<file path="src/rtl/gpu_pkg.sv">
// Shared types for the line renderer GPU stage and its Bresenham stepper.
package gpu_pkg;

    localparam int H_RES_DEFAULT = 320;
    localparam int V_RES_DEFAULT = 240;

    typedef logic [9:0] coord_t;
    typedef logic [3:0] color_t;

    typedef struct packed {
        coord_t x0;
        coord_t y0;
        coord_t x1;
        coord_t y1;
        color_t color;
    } line_cmd_t;

    typedef enum logic [2:0] {
        ST_IDLE,
        ST_CLEAR,
        ST_FETCH,
        ST_SETUP,
        ST_DRAW
    } render_state_t;

endpackage

</file>
<file path="src/rtl/line_stepper.sv">
// Bresenham core: load captures endpoints and error terms, advance walks one pixel.
module line_stepper
    import gpu_pkg::*;
(
    input  logic   clk,
    input  logic   load,
    input  coord_t x0,
    input  coord_t y0,
    input  coord_t x1,
    input  coord_t y1,
    input  logic   advance,
    output coord_t x,
    output coord_t y,
    output logic   last
);

    logic signed [11:0] ddx, ddy, adx, ady;
    logic signed [11:0] dx, dy, err;
    logic signed [12:0] e2, dx_w, dy_w;
    logic               sx_neg, sy_neg, step_x, step_y;
    coord_t             xe, ye;

    assign ddx = $signed({2'b00, x1}) - $signed({2'b00, x0});
    assign ddy = $signed({2'b00, y1}) - $signed({2'b00, y0});
    assign adx = ddx[11] ? -ddx : ddx;
    assign ady = ddy[11] ? -ddy : ddy;

    // e2 gets one extra bit so 2*err cannot wrap for full-width lines.
    assign e2     = {err, 1'b0};
    assign dx_w   = {dx[11], dx};
    assign dy_w   = {dy[11], dy};
    assign step_x = (e2 >= dy_w);
    assign step_y = (e2 <= dx_w);
    assign last   = (x == xe) && (y == ye);

    always_ff @(posedge clk) begin
        if (load) begin
            x      <= x0;
            y      <= y0;
            xe     <= x1;
            ye     <= y1;
            dx     <= adx;
            dy     <= -ady;
            sx_neg <= ddx[11];
            sy_neg <= ddy[11];
            err    <= adx - ady;
        end else if (advance) begin
            err <= err + (step_x ? dy : 12'sd0) + (step_y ? dx : 12'sd0);
            if (step_x) x <= sx_neg ? x - 10'd1 : x + 10'd1;
            if (step_y) y <= sy_neg ? y - 10'd1 : y + 10'd1;
        end
    end

endmodule

</file>
<file path="src/rtl/line_renderer.sv">
// Frame renderer: optional background clear, then Bresenham lines from a display list.
// Define LINE_RENDERER_CLEAR_EN to compile in the CLEAR pass.
module line_renderer
    import gpu_pkg::*;
#(
    parameter int H_RES      = H_RES_DEFAULT,
    parameter int V_RES      = V_RES_DEFAULT,
    parameter int LIST_DEPTH = 16
)(
    input  logic                          clk,
    input  logic                          reset,
    input  logic                          gpu_start,
    input  logic                          list_we,
    input  logic [$clog2(LIST_DEPTH)-1:0] list_addr,
    input  coord_t                        list_x0,
    input  coord_t                        list_y0,
    input  coord_t                        list_x1,
    input  coord_t                        list_y1,
    input  color_t                        list_color,
    input  logic [$clog2(LIST_DEPTH):0]   list_len,
    input  color_t                        bg_color,
    output coord_t                        gpu_x,
    output coord_t                        gpu_y,
    output color_t                        gpu_data,
    output logic                          gpu_we,
    output logic                          gpu_done
);

    localparam int KW = $clog2(LIST_DEPTH);
    localparam int LW = KW + 1;
    localparam logic [LW-1:0] DEPTH_L = LW'(LIST_DEPTH);
    localparam coord_t H_LAST = coord_t'(H_RES - 1);
    localparam coord_t V_LAST = coord_t'(V_RES - 1);

    line_cmd_t     list_ram [LIST_DEPTH];
    line_cmd_t     cmd;
    render_state_t state, state_n;
    logic          sync1, sync2, sync3, start_pulse;
    logic [LW-1:0] len_q, len_n, len_clamped;
    logic [KW-1:0] k, k_n;
    color_t        color_q, color_n, data_n;
    coord_t        x_n, y_n, st_x, st_y;
    logic          we_n, done_n, last_q, last_n, st_last;
    logic          load, advance, emit;
`ifdef LINE_RENDERER_CLEAR_EN
    color_t        bg_q, bg_n;
    coord_t        cx, cy, cx_n, cy_n;
`else
    logic          unused_bg;
    assign unused_bg = ^bg_color;
`endif

    always_ff @(posedge clk) begin
        if (list_we) list_ram[list_addr] <= '{list_x0, list_y0, list_x1, list_y1, list_color};
    end

    assign cmd         = list_ram[k];
    assign start_pulse = sync2 & ~sync3;
    assign len_clamped = (list_len > DEPTH_L) ? DEPTH_L : list_len;

    line_stepper u_stepper (
        .clk     (clk),
        .load    (load),
        .x0      (cmd.x0),
        .y0      (cmd.y0),
        .x1      (cmd.x1),
        .y1      (cmd.y1),
        .advance (advance),
        .x       (st_x),
        .y       (st_y),
        .last    (st_last)
    );

    always_ff @(posedge clk or posedge reset) begin
        if (reset) begin
            state    <= ST_IDLE;
            sync1    <= 1'b0;
            sync2    <= 1'b0;
            sync3    <= 1'b0;
            len_q    <= '0;
            k        <= '0;
            color_q  <= '0;
            last_q   <= 1'b0;
            gpu_x    <= '0;
            gpu_y    <= '0;
            gpu_data <= '0;
            gpu_we   <= 1'b0;
            gpu_done <= 1'b1;
`ifdef LINE_RENDERER_CLEAR_EN
            bg_q     <= '0;
            cx       <= '0;
            cy       <= '0;
`endif
        end else begin
            state    <= state_n;
            sync1    <= gpu_start;
            sync2    <= sync1;
            sync3    <= sync2;
            len_q    <= len_n;
            k        <= k_n;
            color_q  <= color_n;
            last_q   <= last_n;
            gpu_x    <= x_n;
            gpu_y    <= y_n;
            gpu_data <= data_n;
            gpu_we   <= we_n;
            gpu_done <= done_n;
`ifdef LINE_RENDERER_CLEAR_EN
            bg_q     <= bg_n;
            cx       <= cx_n;
            cy       <= cy_n;
`endif
        end
    end

    // Outputs are computed one cycle ahead and registered with the state.
    always_comb begin
        state_n = state;
        len_n   = len_q;
        k_n     = k;
        color_n = color_q;
        last_n  = last_q;
        x_n     = gpu_x;
        y_n     = gpu_y;
        data_n  = gpu_data;
        we_n    = 1'b0;
        done_n  = 1'b0;
        load    = 1'b0;
        advance = 1'b0;
        emit    = 1'b0;
`ifdef LINE_RENDERER_CLEAR_EN
        bg_n    = bg_q;
        cx_n    = cx;
        cy_n    = cy;
`endif
        case (state)
            ST_IDLE: begin
                done_n = 1'b1;
                if (start_pulse) begin
                    len_n = len_clamped;
                    k_n   = '0;
`ifdef LINE_RENDERER_CLEAR_EN
                    bg_n    = bg_color;
                    state_n = ST_CLEAR;
                    done_n  = 1'b0;
                    we_n    = 1'b1;
                    x_n     = '0;
                    y_n     = '0;
                    data_n  = bg_color;
                    cx_n    = '0;
                    cy_n    = '0;
`else
                    if (len_clamped != '0) begin
                        state_n = ST_FETCH;
                        done_n  = 1'b0;
                    end
`endif
                end
            end
`ifdef LINE_RENDERER_CLEAR_EN
            ST_CLEAR: begin
                if (cx == H_LAST && cy == V_LAST) begin
                    if (len_q == '0) begin
                        state_n = ST_IDLE;
                        done_n  = 1'b1;
                    end else begin
                        state_n = ST_FETCH;
                    end
                end else begin
                    if (cx == H_LAST) begin
                        cx_n = '0;
                        cy_n = cy + 10'd1;
                    end else begin
                        cx_n = cx + 10'd1;
                    end
                    we_n   = 1'b1;
                    x_n    = cx_n;
                    y_n    = cy_n;
                    data_n = bg_q;
                end
            end
`endif
            ST_FETCH: begin
                load    = 1'b1;
                color_n = cmd.color;
                state_n = ST_SETUP;
            end
            ST_SETUP: begin
                emit    = 1'b1;
                state_n = ST_DRAW;
            end
            ST_DRAW: begin
                if (last_q) begin
                    if (({1'b0, k} + LW'(1)) < len_q) begin
                        k_n     = k + KW'(1);
                        state_n = ST_FETCH;
                    end else begin
                        state_n = ST_IDLE;
                        done_n  = 1'b1;
                    end
                end else begin
                    emit = 1'b1;
                end
            end
            default: state_n = ST_IDLE;
        endcase

        // Off-screen pixels still consume their cycle but are not written.
        if (emit) begin
            x_n     = st_x;
            y_n     = st_y;
            data_n  = color_q;
            we_n    = (st_x <= H_LAST) && (st_y <= V_LAST);
            last_n  = st_last;
            advance = !st_last;
        end
    end

endmodule

</file>
<file path="config.mk">
export PLATFORM = sky130hd
export DESIGN_NAME = line_renderer
export DESIGN_NICKNAME = d
export VERILOG_FILES = /design/src/rtl/gpu_pkg.sv /design/src/rtl/line_stepper.sv /design/src/rtl/line_renderer.sv
export SDC_FILE = /design/constraint.sdc
export NUM_CORES = 1
export LEC_CHECK = 0
export CAP_MARGIN = 40
export CORE_MARGIN = 3
export CORE_UTILIZATION = 58
export CTS_CLUSTER_SIZE = 28
export DETAILED_ROUTE_END_ITERATION = 10
export GPL_TIMING_DRIVEN = 0
export PLACE_DENSITY_LB_ADDON = 0.05
export SYNTH_ARGS = -nofsm -noshare
export SYNTH_HDL_FRONTEND = slang
export SYNTH_SLANG_ARGS = --single-unit
</file>
<file path="constraint.sdc">
create_clock -name clk -period 12.5 [get_ports clk]
set_clock_uncertainty 0.05 [all_clocks]
set_input_delay 3.125 -clock clk [delete_from_list [all_inputs] [get_ports clk]]
set_output_delay 3.125 -clock clk [all_outputs]
set_load 0.01 [all_outputs]
</file>
Word-level counts from Yosys, hierarchy flattened
Memories as Yosys holds them, arrays and structs flattened.
Cells that the tools add are included.
- add/subtract/negate cells: 14
- $mul: 0
- div/mod/pow operators: 0
- magnitude comparators: 6
- eq/ne operators: 9
- shifts and indexed selects: 0
- multiplexer cells: 36
- bitwise operators: 2
- reduce and logical (&&, ||, !) cells: 14
- operator list (cell ; number):
    10-bit two-way mux ; 8
    12-bit two-way mux ; 6
    12-bit negator ; 3
    12-bit adder ; 2
    10-bit by 10-bit subtractor with 11-bit output ; 2
    10-bit by 1-bit adder with 10-bit output (second input constant) ; 2
    10-bit == test ; 2
    10-bit by 1-bit subtractor with 10-bit output (second input constant) ; 2
    13-bit by 12-bit greater-or-equal comparator with 1-bit output ; 1
    13-bit by 12-bit <= comparator with 1-bit output ; 1
    4-bit two-way mux ; 3
    3-bit case mux with 4 select lines ; 1
    12-bit subtractor ; 1
    10-bit by 8-bit <= comparator with 1-bit output (second input constant) ; 1
    10-bit by 9-bit <= comparator with 1-bit output (second input constant) ; 1
    1-bit two-way mux ; 10
    3-bit two-way mux ; 3
    2-bit != test (second input constant) ; 4
    4-bit case mux with 2 select lines ; 1
    2-bit nonzero test ; 4
    3-bit by 2-bit == test with 1-bit output (second input constant) ; 2
    2-bit AND reduction ; 3
    4-bit by 1-bit adder with 5-bit output (second input constant) ; 1
    5-bit > comparator (second input constant) ; 1
    14 further kinds ; 16
- register bits after elaboration: 124
- bits in latches: 0
- bits in writable memories: 704
- ROM bits: 0
- input port bits: 61
- output and inout port bits: 26
- word-level logic and storage cells: 104
- memories: 1
- memories (memory ; words ; width ; rd ports ; clocked after memory_dff ; write ports ; RTL line ; RTL):
    list_ram ; 16 ; 44 ; 1 ; 0 ; 1 ; line_renderer.sv:35 ; line_cmd_t list_ram [LIST_DEPTH];

Longest topological paths before layout
Gate-level depths: netlist of run 1.
- depth after elaboration: 6
- mapped depth: 26
- depth with buffers taken out: 23

Modules after synthesis
From an unflattened synthesis of run 1, not the netlist that was laid out.
- cell total of the unflattened synthesis: 1879
- area, all modules: 35531.6 sq um
- by module, submodules not included (module ; times used ; cells each ; area each (sq um) ; sequential area each (sq um)):
    line_renderer ; 1 ; 1173 ; 28539.9 ; 22292.6
    line_stepper ; 1 ; 706 ; 6991.7 ; 2342.2

Worst setup path after synthesis of run 1
Ideal clock, no wire load.
- kind: input -> register
- start point: in list_addr[2]
- end point: mem list_ram[0][0] (netlist bit), enable pin
- library setup time: 0.500 ns
- data arrival time: 6.648 ns
- required time: 11.950 ns
- slack: 5.302 ns
- stages: 2
- buffers on the path: 0
- cells stage by stage: or3b_2 nor3_1
- RTL lines (element ; RTL line ; RTL):
    start, declared ; line_renderer.sv:14 ; input logic [$clog2(LIST_DEPTH)-1:0] list_addr,
    end, declared ; line_renderer.sv:35 ;
No word-level cell before the write port.

==> results of run 1 <==
## kinds of logic (layout without fill, tap and decap cells)
logic type / Yosys count / after routing / share of synthesized area, %
flip-flops: 828 / 828 / 69.2
AND/OR/NAND/NOR: 263 / 263 / 3.64
multiplexers: 250 / 250 / 14.9
AO/OA/AOI/OAI: 211 / 211 / 4.07
buffers and inverters: 179 / 492 / 1.91
adder cells (fa/ha/maj): 105 / 105 / 4.05
XOR/XNOR: 85 / 85 / 2.24
other: 1 / 1 / 0.0105
## path summary, 6_finish.rpt
kind                                                     to  slack, ps  cells past startpoint
worst max-delay path            u_stepper.err[10]$_DFFE_PP_       4630                     24
worst min-delay path                        sync2$_DFF_PP0_        310                      0
worst max register to register  u_stepper.err[10]$_DFFE_PP_       4630                     24
worst min register to register              sync2$_DFF_PP0_        310                      0
max in group asynchronous                gpu_done$_DFF_PP1_       9200                      3
min in group asynchronous              gpu_x[6]$_DFFE_PP0P_       2670                      2
## state kept, by name (all words and copies together) (netlist names), 5 cells and up
register       count
u_stepper.y       10
u_stepper.x       10
u_stepper.dy      12
list_ram         704
gpu_x             10
u_stepper.err     12
u_stepper.xe      10
gpu_y             10
len_q              5
u_stepper.dx      12
u_stepper.ye      10
## metrics by stage
step / std cells / cell area, um2
floorplan: 1922 / 35600
global placement: 2786 / 37400
finish: 3017 / 41200
CTS: 3017 / 41200
detailed placement: 2867 / 38700
global route: 3017 / 41200
## cell type report
cell class,instances,share of cell area (%)
Buffer,65,0.610
Clock buffer,106,5.47
Clock inverter,44,0.761
Inverter,114,1.04
Multi-Input combinational cell,915,25.2
Sequential cell,828,59.7
Tap cell,782,2.37
Timing Repair Buffer,163,4.84
## layer usage
metal / GRT usage [%] / vias up / part of all wire (%) / wire, um
met4: 8.01 / 4 / 2.5 / 2050
li1: - / 8197 / - / -
met1: 38.3 / 9861 / 42 / 35000
met5: 0 / - / 0.037 / 31
met3: 5.01 / 128 / 7.1 / 5940
met2: 42.8 / 712 / 48 / 40400
## cell usage after synthesis (13+ instances only)
cell	instances
nor2b_1	14
xnor2_1	47
a21o_1	22
nand2_1	78
a21oi_1	61
ha_1	88
mux2_2	26
xor2_1	34
fa_1	17
nor2_1	69
dfrtp_1	45
mux4_2	220
edfxtp_1	782
o21ai_0	43
nand2b_1	13
clkbuf_1	41
inv_1	113
buf_1	18
nor3_1	15
## where the power goes
| group | switching (W) | internal, W |
|---|---|---|
| combinational | 0.00331 | 0.00260 |
| sequential | 0.000195 | 0.00352 |
| clock | 0.00104 | 0.00131 |
| total | 0.00455 | 0.00743 |
==> flow_metrics.tcl, run 1 <==
set metrics [dict create \
    outcome "complete, no violations" \
    static-leakage-power_nw 14.0 \
    timing.critical_path.cells "clkbuf_1 -> clkbuf_1 -> clkbuf_1 -> clkbuf_1 -> mux4_2 -> mux4_2 -> ha_1 -> o21ai_0 -> o21ai_0 -> a21oi_2 -> o21ai_2 -> inv_2 -> nor2_1 -> a21oi_1 -> fa_1 -> a21o_1 -> a21oi_1 -> o21ai_0 -> a21o_1 -> a21oi_1 -> o41ai_2 -> a41oi_1 -> xor2_1 -> mux2i_1" \
    finalSetupViolations 0 \
    arrival_time_reported_for_the_critical_path_endpoint_ps 8180 \
    worst_hold_slack_ps 313 \
    critical_path.most_common_cell "clkbuf_1" \
    final.fill_count 3945 \
    place.detailed.hpwl_um 57800 \
    numCtsBuffers 84 \
    first_pass_grt_wire_length_um 124000 \
    chipHeight_um 254 \
    antennaDiodeCount 0 \
    grt.overflow.total 0 \
    pin_count_of_the_biggest_net_entering_global_routing 39 \
    areaGrowthSynthToFinish_pct 15.9 \
    crit_path_top_delay_cell "clkbuf_1" \
    async_flop_share_pct 5.56 \
    design.portCount 87 \
    cellPowerDensity_nw_per_um2 290 \
    post_syn_nets 2088 \
    port_buffers 82 \
    worst_slack_ps 4630 \
    critPathMaxStageDelay_ps 710 \
    critPathBufInv 5 \
    sinks_on_the_clock_net 828 \
    postLayoutCoreUtil_pct 68.1 \
    gp_congestion 0.854 \
    post_route_drc_violation_count 0 \
    layout_commonest_cell "edfxtp_1" \
    detail_route.first_pass.iterations 5 \
    worst_r2r_startpoint "k[1]$_DFFE_PP0P_" \
    cp_top_family "compound AO/OA/AOI/OAI gates" \
    final_min_period_over_clock_period_pct 63.0 \
    worst_ir_drop_vdd_mv 0.303 \
    min_path_type "reg -> reg" \
    synth_seq_area_share_pct 69.2 \
    post-synth-top-area-fraction_pct 66.0 \
    total_power_w 0.0120 \
    tritoncts_clock_tree "done" \
    timing.hold.worst.start "sync1$_DFF_PP0_" \
    criticalPathCategory "reg -> reg" \
    worst_pin_slew_ps 888 \
    max_cap_violations 0 \
    coreArea_um2 60600 \
    grt_pass1_vias 19400 \
    post_synth_instance_area_um2 35600 \
    antenna_found_initial 3 \
    global_route.usage.total_pct 26.7 \
    detail_route.vias_per_cell 6.27 \
    pre_cts_ws_ps 4590 \
    post-synth-top-area-cell "edfxtp_1" \
    synth_warnings 0 \
    worst-endpoint-required_ps 12810 \
    dominantRegCellSynth "edfxtp_1" \
    postSynthCellCount 1922 \
    totalWireLength_um 83400 \
    fraction_of_layout_instances_using_a_drive_strength_above_1_pct 22.3 \
    starting_density_pct 58.7 \
    timing.slew.headroom_pct 40.8 \
    cts_buffer_depth 3 \
    crit_fanout 10 \
    h-tree-depth 3 \
    ctsHoldBuffers 0 \
    cts.clk_slew.worst_paths_ps 60 \
    layout_common_cells "782 x edfxtp_1, 220 x mux4_2, 111 x inv_1" \
    cts-root-buf "clkbuf_16" \
    num_vias 18900 \
    die_x_um 254 \
    postRouteAntennaNets 0 \
    setup.worst_path.start "k[1]$_DFFE_PP0P_" \
    cts_post_setup_buffers_inserted 0 \
    insertion_delay_ps 640 \
    synth_top_cells_by_area "edfxtp_1 66%, mux4_2 14%, dfrtp_1 3.2%, ha_1 3.1%, inv_1 1.2%" \
    drt_first_iter_violations 1792 \
    timing.final.hold_violations 0 \
    worstSetupEndpointType "register" \
    ys_ff_latch 828 \
    synth_edf_count 782 \
    final_period_minus_worst_setup_slack_ps 7870 \
    rsz_0062_raised_after_global_routing "no" \
    multi_input_gate_area_in_the_final_layout_um2 10400 \
    final.setup.tns_ps 0 \
    area_of_the_die_um2 64400 \
    fmax_mhz 127 \
    synth_cell_type_count 81 \
    post_drt_wl_per_cell_um 27.6 \
    postSynthAreaPerCell_um2 18.5 \
    maxSlewViolCount 0 \
    worst_setup_path_start_kind "register" \
    cts.repair.resized 0 \
    nNetsFinal 2337 \
    register_area_um2 24600 \
    floorplan.rows 90 \
]
Note: power is estimated with default switching activity, not from simulation.
==> inputs of run 2 (changes only) <==
Clock period 12.5 ns to 8.2 ns, I/O delays scaled along.
==> run 2 against run 1 <==
Register-to-register slack worse by 4100 ps. Highest routed layer unchanged. Core utilization is essentially flat. Flip-flop and latch count stayed put. Setup slack got worse by 4100 ps. Critical path depth down 1. Final area barely moved. Total power up 52%.
==> flow_metrics.tcl, run 2 (same netlist as run 1, synthesis figures left out) <==
set metrics [dict create \
    insertion_delay_ps 640 \
    cellPowerDensity_nw_per_um2 443 \
    criticalPathCategory "reg -> reg" \
    min_path_type "reg -> reg" \
    gp_congestion 0.854 \
    fraction_of_layout_instances_using_a_drive_strength_above_1_pct 22.4 \
    grt.overflow.total 0 \
    arrival_time_reported_for_the_critical_path_endpoint_ps 7980 \
    worst-endpoint-required_ps 8500 \
    starting_density_pct 58.7 \
    postLayoutCoreUtil_pct 68.1 \
    static-leakage-power_nw 14.0 \
    postRouteAntennaNets 0 \
    switching_share_pct 38.0 \
    cts_buffer_depth 3 \
    worst_r2r_startpoint "k[1]$_DFFE_PP0P_" \
    finalSetupViolations 0 \
    cts_post_setup_buffers_inserted 0 \
    pin_count_of_the_biggest_net_entering_global_routing 39 \
    first_pass_grt_wire_length_um 124000 \
    sinks_on_the_clock_net 828 \
    ctsHoldBuffers 0 \
    outcome "complete, no violations" \
    nNetsFinal 2337 \
    global_route.usage.total_pct 26.7 \
    maxSlewViolCount 0 \
    hold_path_depth 0 \
    power_switching_w 0.00693 \
    worstSetupEndpointType "register" \
    final_min_period_over_clock_period_pct 93.6 \
    rsz_0062_raised_after_global_routing "no" \
    final.setup.tns_ps 0 \
    timing.slew.headroom_pct 40.8 \
    layout_commonest_cell "edfxtp_1" \
    max_flop_register "list_ram" \
    timing.hold.worst.start "sync1$_DFF_PP0_" \
    place.detailed.hpwl_um 57800 \
    worst_hold_slack_ps 313 \
    largest_register_ffs 704 \
    cts.clk_slew.worst_paths_ps 60 \
    final_period_minus_worst_setup_slack_ps 7680 \
    flop_to_flop_setup_slack_ps 520 \
    ff2ff_path_depth 23 \
    die_x_um 254 \
    detail_route.first_pass.iterations 5 \
    areaGrowthSynthToFinish_pct 15.9 \
    power_frac_seq_pct 31.0 \
    worst_setup_path_start_kind "register" \
    drt_first_iter_violations 1792 \
    tritoncts_clock_tree "done" \
    numPlacedInstances 2867 \
    worstReg2RegEnd "u_stepper.err[10]$_DFFE_PP_" \
    worst_pin_slew_ps 888 \
    coreArea_um2 60600 \
    design.portCount 87 \
    cts-root-buf "clkbuf_16" \
    h-tree-depth 3 \
    register_area_um2 24600 \
    multi_input_gate_area_in_the_final_layout_um2 10400 \
    post_drt_wl_per_cell_um 27.7 \
    post_route_drc_violation_count 0 \
    grt_pass1_vias 19400 \
    area_of_the_die_um2 64400 \
    comb_power_share_pct 49.4 \
    numCtsBuffers 84 \
    num_vias 18900 \
    crit_fanout 10 \
    port_buffers 82 \
    hold_path_end "sync2$_DFF_PP0_" \
    layout_common_cells "782 x edfxtp_1, 220 x mux4_2, 111 x inv_1" \
    cellInternalPower_w 0.0113 \
    totalWireLength_um 83500 \
    pre_cts_ws_ps 295 \
    worst_ir_drop_vdd_mv 0.462 \
    antennaDiodeCount 0 \
    detail_route.vias_per_cell 6.27 \
    stdcell_count 3017 \
    antenna_found_initial 3 \
    worst_slack_ps 522 \
    timing.final.hold_violations 0 \
    chipHeight_um 254 \
    power_frac_clock_pct 19.6 \
    floorplan.rows 90 \
    max_cap_violations 0 \
    final.fill_count 3944 \
    fmax_mhz 130 \
]
==> run 2: worst max path at each step <==
stage / start / to / slack, ps
finish: k[1]$_DFFE_PP0P_ / u_stepper.err[10]$_DFFE_PP_ / 520
global route: k[1]$_DFFE_PP0P_ / u_stepper.err[10]$_DFFE_PP_ / 30
CTS: k[1]$_DFFE_PP0P_ / u_stepper.err[10]$_DFFE_PP_ / 230
detailed placement: k[1]$_DFFE_PP0P_ / u_stepper.err[10]$_DFFE_PP_ / 290
global placement: list_addr[2] / list_ram[8][41]$_DFFE_PP_ / -2310
floorplan: k[0]$_DFFE_PP0P_ / u_stepper.err[10]$_DFFE_PP_ / 1940
==> run 2: critical path: stages, from the launching register on <==
cell	delay [ps]
dfrtp_1	360
clkbuf_1	360
clkbuf_1	530
clkbuf_1	560
buf_1	730
mux4_2	400
mux4_2	570
ha_1	410
and3_1	210
a22oi_1	210
a21oi_1	120
a31o_2	330
inv_1	180
o21ai_0	220
fa_1	490
a21o_1	180
a21oi_1	210
o21ai_0	110
a21o_1	210
a21oi_1	200
o41ai_2	130
a41oi_1	320
xor2_1	180
mux2i_1	90
==> run 2: repair_timing <==
| action | 4_1_cts | 5_1_grt |
|---|---|---|
| gates resized for setup | 0 | 3 |
| setup endpoints to repair | 0 | 4 |
| hold endpoints to repair | 0 | 0 |
==> run 2: cell type report <==
class / instances / area share, %
Buffer: 65 / 0.613
Tap cell: 782 / 2.37
Timing Repair Buffer: 163 / 4.84
Sequential cell: 828 / 59.7
Clock inverter: 44 / 0.761
Inverter: 114 / 1.04
Clock buffer: 106 / 5.47
Multi-Input combinational cell: 915 / 25.2
==> run 2: power groups by stage <==
stage                     Clock, W  Combinational [W]  Sequential (W)
after floorplan                  0            0.00662         0.00566
after global placement           0            0.00867         0.00575
after detailed placement         0            0.00898         0.00575
after CTS                  0.00365            0.00906         0.00566
after global routing       0.00382            0.00993         0.00570
final                      0.00359            0.00902         0.00566
==> run 2: metal layers <==
metal / vias to the layer above / share of wire, % / global-route usage (%)
met5: - / 0.037 / 0
met4: 4 / 2.5 / 8.01
met3: 130 / 7.0 / 5.01
met2: 714 / 48 / 42.8
met1: 9860 / 42 / 38.3
li1: 8199 / - / -
==> run 2: per-stage QoR <==
step                      instance area (um2)  power [W]
after floorplan                         35600     0.0123
after detailed placement                38700     0.0147
after CTS                               41200     0.0184
final                                   41200     0.0183
after global placement                  37400     0.0144
after global routing                    41200     0.0194
==> inputs of run 3 (changes only) <==
Settings changed: ABC_AREA from default to 1, PLACE_DENSITY from default to 0.75, PLACE_DENSITY_LB_ADDON 0.05 to default.
==> run 3 against run 2 <==
Register-to-register slack improved by 510 ps. Clock power increased by 5.6%. Routed wire length grew 35%. Synthesized cell count rose by 61%. Setup slack gained 510 ps. Final area grew 2.8%. First-iteration DRC count up 120%. Critical endpoint is now u_stepper.err[9]$_DFFE_PP_. Core utilization rose by 0.10 points. Die area up 3.2%. Cell count is 41% higher. Largest power group unchanged.
==> flow_metrics.tcl, run 3 <==
set metrics [dict create \
    finalSetupViolations 0 \
    multi_input_gate_area_in_the_final_layout_um2 10700 \
    dominantRegCellSynth "edfxtp_1" \
    layout_commonest_cell "edfxtp_1" \
    cts-root-buf "clkbuf_16" \
    gp_congestion 0.896 \
    h-tree-depth 3 \
    comb_power_share_pct 46.9 \
    postLayoutCoreUtil_pct 68.2 \
    worst_ir_drop_vdd_mv 0.352 \
    post-synth-top-area-fraction_pct 63.9 \
    layout_common_cells "782 x edfxtp_1, 423 x nor2_1, 403 x o21ai_0" \
    tritoncts_clock_tree "done" \
    ys_top_cells_by_count "782 x edfxtp_1, 432 x nor2_1, 404 x o21ai_0" \
    register_area_um2 24600 \
    hold_path_depth 0 \
    final.fill_count 4377 \
    worst_setup_path_start_kind "register" \
    static-leakage-power_nw 15.5 \
    grt_pass1_vias 27300 \
    min_path_type "reg -> reg" \
    drt_first_iter_violations 3937 \
    pre_cts_ws_ps 1280 \
    place.detailed.hpwl_um 78200 \
    total_power_w 0.0176 \
    power_frac_seq_pct 31.6 \
    crit_fanout 10 \
    synth_cell_type_count 59 \
    async_flop_share_pct 5.56 \
    worst_slack_ps 1030 \
    worst-endpoint-required_ps 8550 \
    criticalPathCategory "reg -> reg" \
    postSynthCellCount 3101 \
    largest_register_ffs 704 \
    first_pass_grt_wire_length_um 165000 \
    synth_warnings 0 \
    synth_top_cells_by_area "edfxtp_1 64%, o21ai_0 5.5%, nor2_1 4.4%, nand2_1 3.6%, dfrtp_1 3.1%" \
    global_route.usage.total_pct 33.5 \
    sinks_on_the_clock_net 828 \
    post_drt_wl_per_cell_um 26.4 \
    starting_density_pct 59.1 \
    area_of_the_die_um2 66400 \
    cts_post_setup_buffers_inserted 0 \
    num_vias 27300 \
    final_period_minus_worst_setup_slack_ps 7170 \
    power_frac_clock_pct 21.6 \
    detail_route.vias_per_cell 6.42 \
    floorplan.rows 91 \
    final_min_period_over_clock_period_pct 87.4 \
    detail_route.first_pass.iterations 6 \
    worst_pin_slew_ps 1070 \
    max_flop_register "list_ram" \
    insertion_delay_ps 660 \
    ys_ff_latch 828 \
    synth_seq_area_share_pct 67.0 \
    antenna_found_initial 5 \
    chipHeight_um 258 \
    pin_count_of_the_biggest_net_entering_global_routing 33 \
    ctsHoldBuffers 0 \
    fmax_mhz 139 \
    totalWireLength_um 112000 \
    die_x_um 258 \
    switching_share_pct 42.4 \
    maxSlewViolCount 0 \
    cts.repair.resized 0 \
    post_synth_instance_area_um2 36700 \
    coreArea_um2 62200 \
    port_buffers 82 \
    synth_most_common_cell "edfxtp_1" \
    cts_buffer_depth 3 \
    cellInternalPower_w 0.0101 \
    synth_edf_count 782 \
    critPathMaxStageDelay_ps 750 \
    outcome "complete, no violations" \
    max_cap_violations 0 \
    grt.overflow.total 0 \
    cellPowerDensity_nw_per_um2 415 \
    areaGrowthSynthToFinish_pct 15.4 \
    rsz_0062_raised_after_global_routing "no" \
    numCtsBuffers 82 \
    timing.final.hold_violations 0 \
    timing.slew.headroom_pct 28.4 \
    nNetsFinal 3508 \
    post_route_drc_violation_count 0 \
    postRouteAntennaNets 0 \
    cts.clk_slew.worst_paths_ps 60 \
    postSynthAreaPerCell_um2 11.8 \
    power_switching_w 0.00746 \
    design.portCount 87 \
    post-synth-top-area-cell "edfxtp_1" \
    post_syn_nets 3267 \
    ff2ff_path_depth 30 \
    arrival_time_reported_for_the_critical_path_endpoint_ps 7510 \
    crit_path_top_delay_cell "clkbuf_1" \
    worstSetupEndpointType "register" \
    fraction_of_layout_instances_using_a_drive_strength_above_1_pct 9.33 \
]
## run 3: cell count changes in the layout (fill, tap and decap cells not counted), sizes merged, moves of 26 or more
cell	previous run	this run
o21ai	46	419
nor2	69	441
nand2	78	394
mux4	220	0
o221ai	1	118
nand3	12	113
clkbuf	147	247
inv	119	211
o22ai	3	71
o211ai	7	44
xnor2	49	17
mux2	26	0
## run 3: routing by layer
layer  global-route usage [%]  share of wire (%)  vias up
met3                     8.39                 13      409
met5                        0              0.012        -
met1                     44.2                 36    13000
met4                     17.0                5.4        2
met2                     52.0                 45     2151
li1                         -                  -    11700
## run 3: layout make-up
class                   count  share of cell area, %
clock buffers             111                   5.27
plain buffers             163                   1.57
inverters                 214                   1.91
well taps                 837                   2.47
repair buffers            157                   4.15
clock inverters            39                   1.15
flip-flops and latches    828                   58.1
multi-input cells        1896                   25.3
diodes                      5                 0.0295
## run 3: power by group through the flow
| stage | clock [W] | combinational (W) | sequential (W) |
|---|---|---|---|
| final | 0.00379 | 0.00825 | 0.00555 |
| after global routing | 0.00398 | 0.00916 | 0.00559 |
| after CTS | 0.00379 | 0.00811 | 0.00555 |
| after detailed placement | 0 | 0.00804 | 0.00563 |
| after global placement | 0 | 0.00774 | 0.00564 |
| after floorplan | 0 | 0.00564 | 0.00557 |
## run 3: kinds of logic (layout without fill, tap and decap cells)
logic type               after synthesis  count (layout)  share of synthesized area (%)
AO/OA/AOI/OAI                        743             743                           12.2
buffers and inverters                377             684                           4.01
AND/OR/NAND/NOR                      998             998                           11.6
other                                  1               6                         0.0102
XOR/XNOR                              49              49                           1.22
flip-flops                           828             828                           67.0
adder cells (fa/ha/maj)              105             105                           3.92
## run 3: stage by stage
stage | instance area (um2) | cells | hold WS (ps) | setup TNS [ps]
finish | 42400 | 4250 | 319 | 0
global route | 42400 | 4248 | 336 | 0
CTS | 42400 | 4244 | 323 | 0
detailed placement | 39600 | 4094 | 285 | 0
global placement | 38600 | 4020 | 292 | -635270
floorplan | 36700 | 3101 | 281 | 0
## run 3: final timing paths
| check | startpoint | endpoint | slack (ps) |
|---|---|---|---|
| setup reg to reg | k[0]$_DFFE_PP0P_ | u_stepper.err[9]$_DFFE_PP_ | 1030 |
| max in group asynchronous | reset | gpu_done$_DFF_PP1_ | 5820 |
| hold reg to reg | sync1$_DFF_PP0_ | sync2$_DFF_PP0_ | 320 |
| hold / removal | sync1$_DFF_PP0_ | sync2$_DFF_PP0_ | 320 |
| setup / recovery | k[0]$_DFFE_PP0P_ | u_stepper.err[9]$_DFFE_PP_ | 1030 |
| min in group asynchronous | reset | gpu_data[3]$_DFFE_PP0P_ | 1710 |
## run 3: critical path, delay by kind of cell, from the launching register on
| family | cells | cell delay (ps) |
|---|---|---|
| flops | 1 | 450 |
| xor+xnor | 1 | 150 |
| fa+ha+maj | 2 | 700 |
| compound gates | 7 | 1620 |
| buf+inv | 7 | 2560 |
| simple gates | 13 | 1380 |
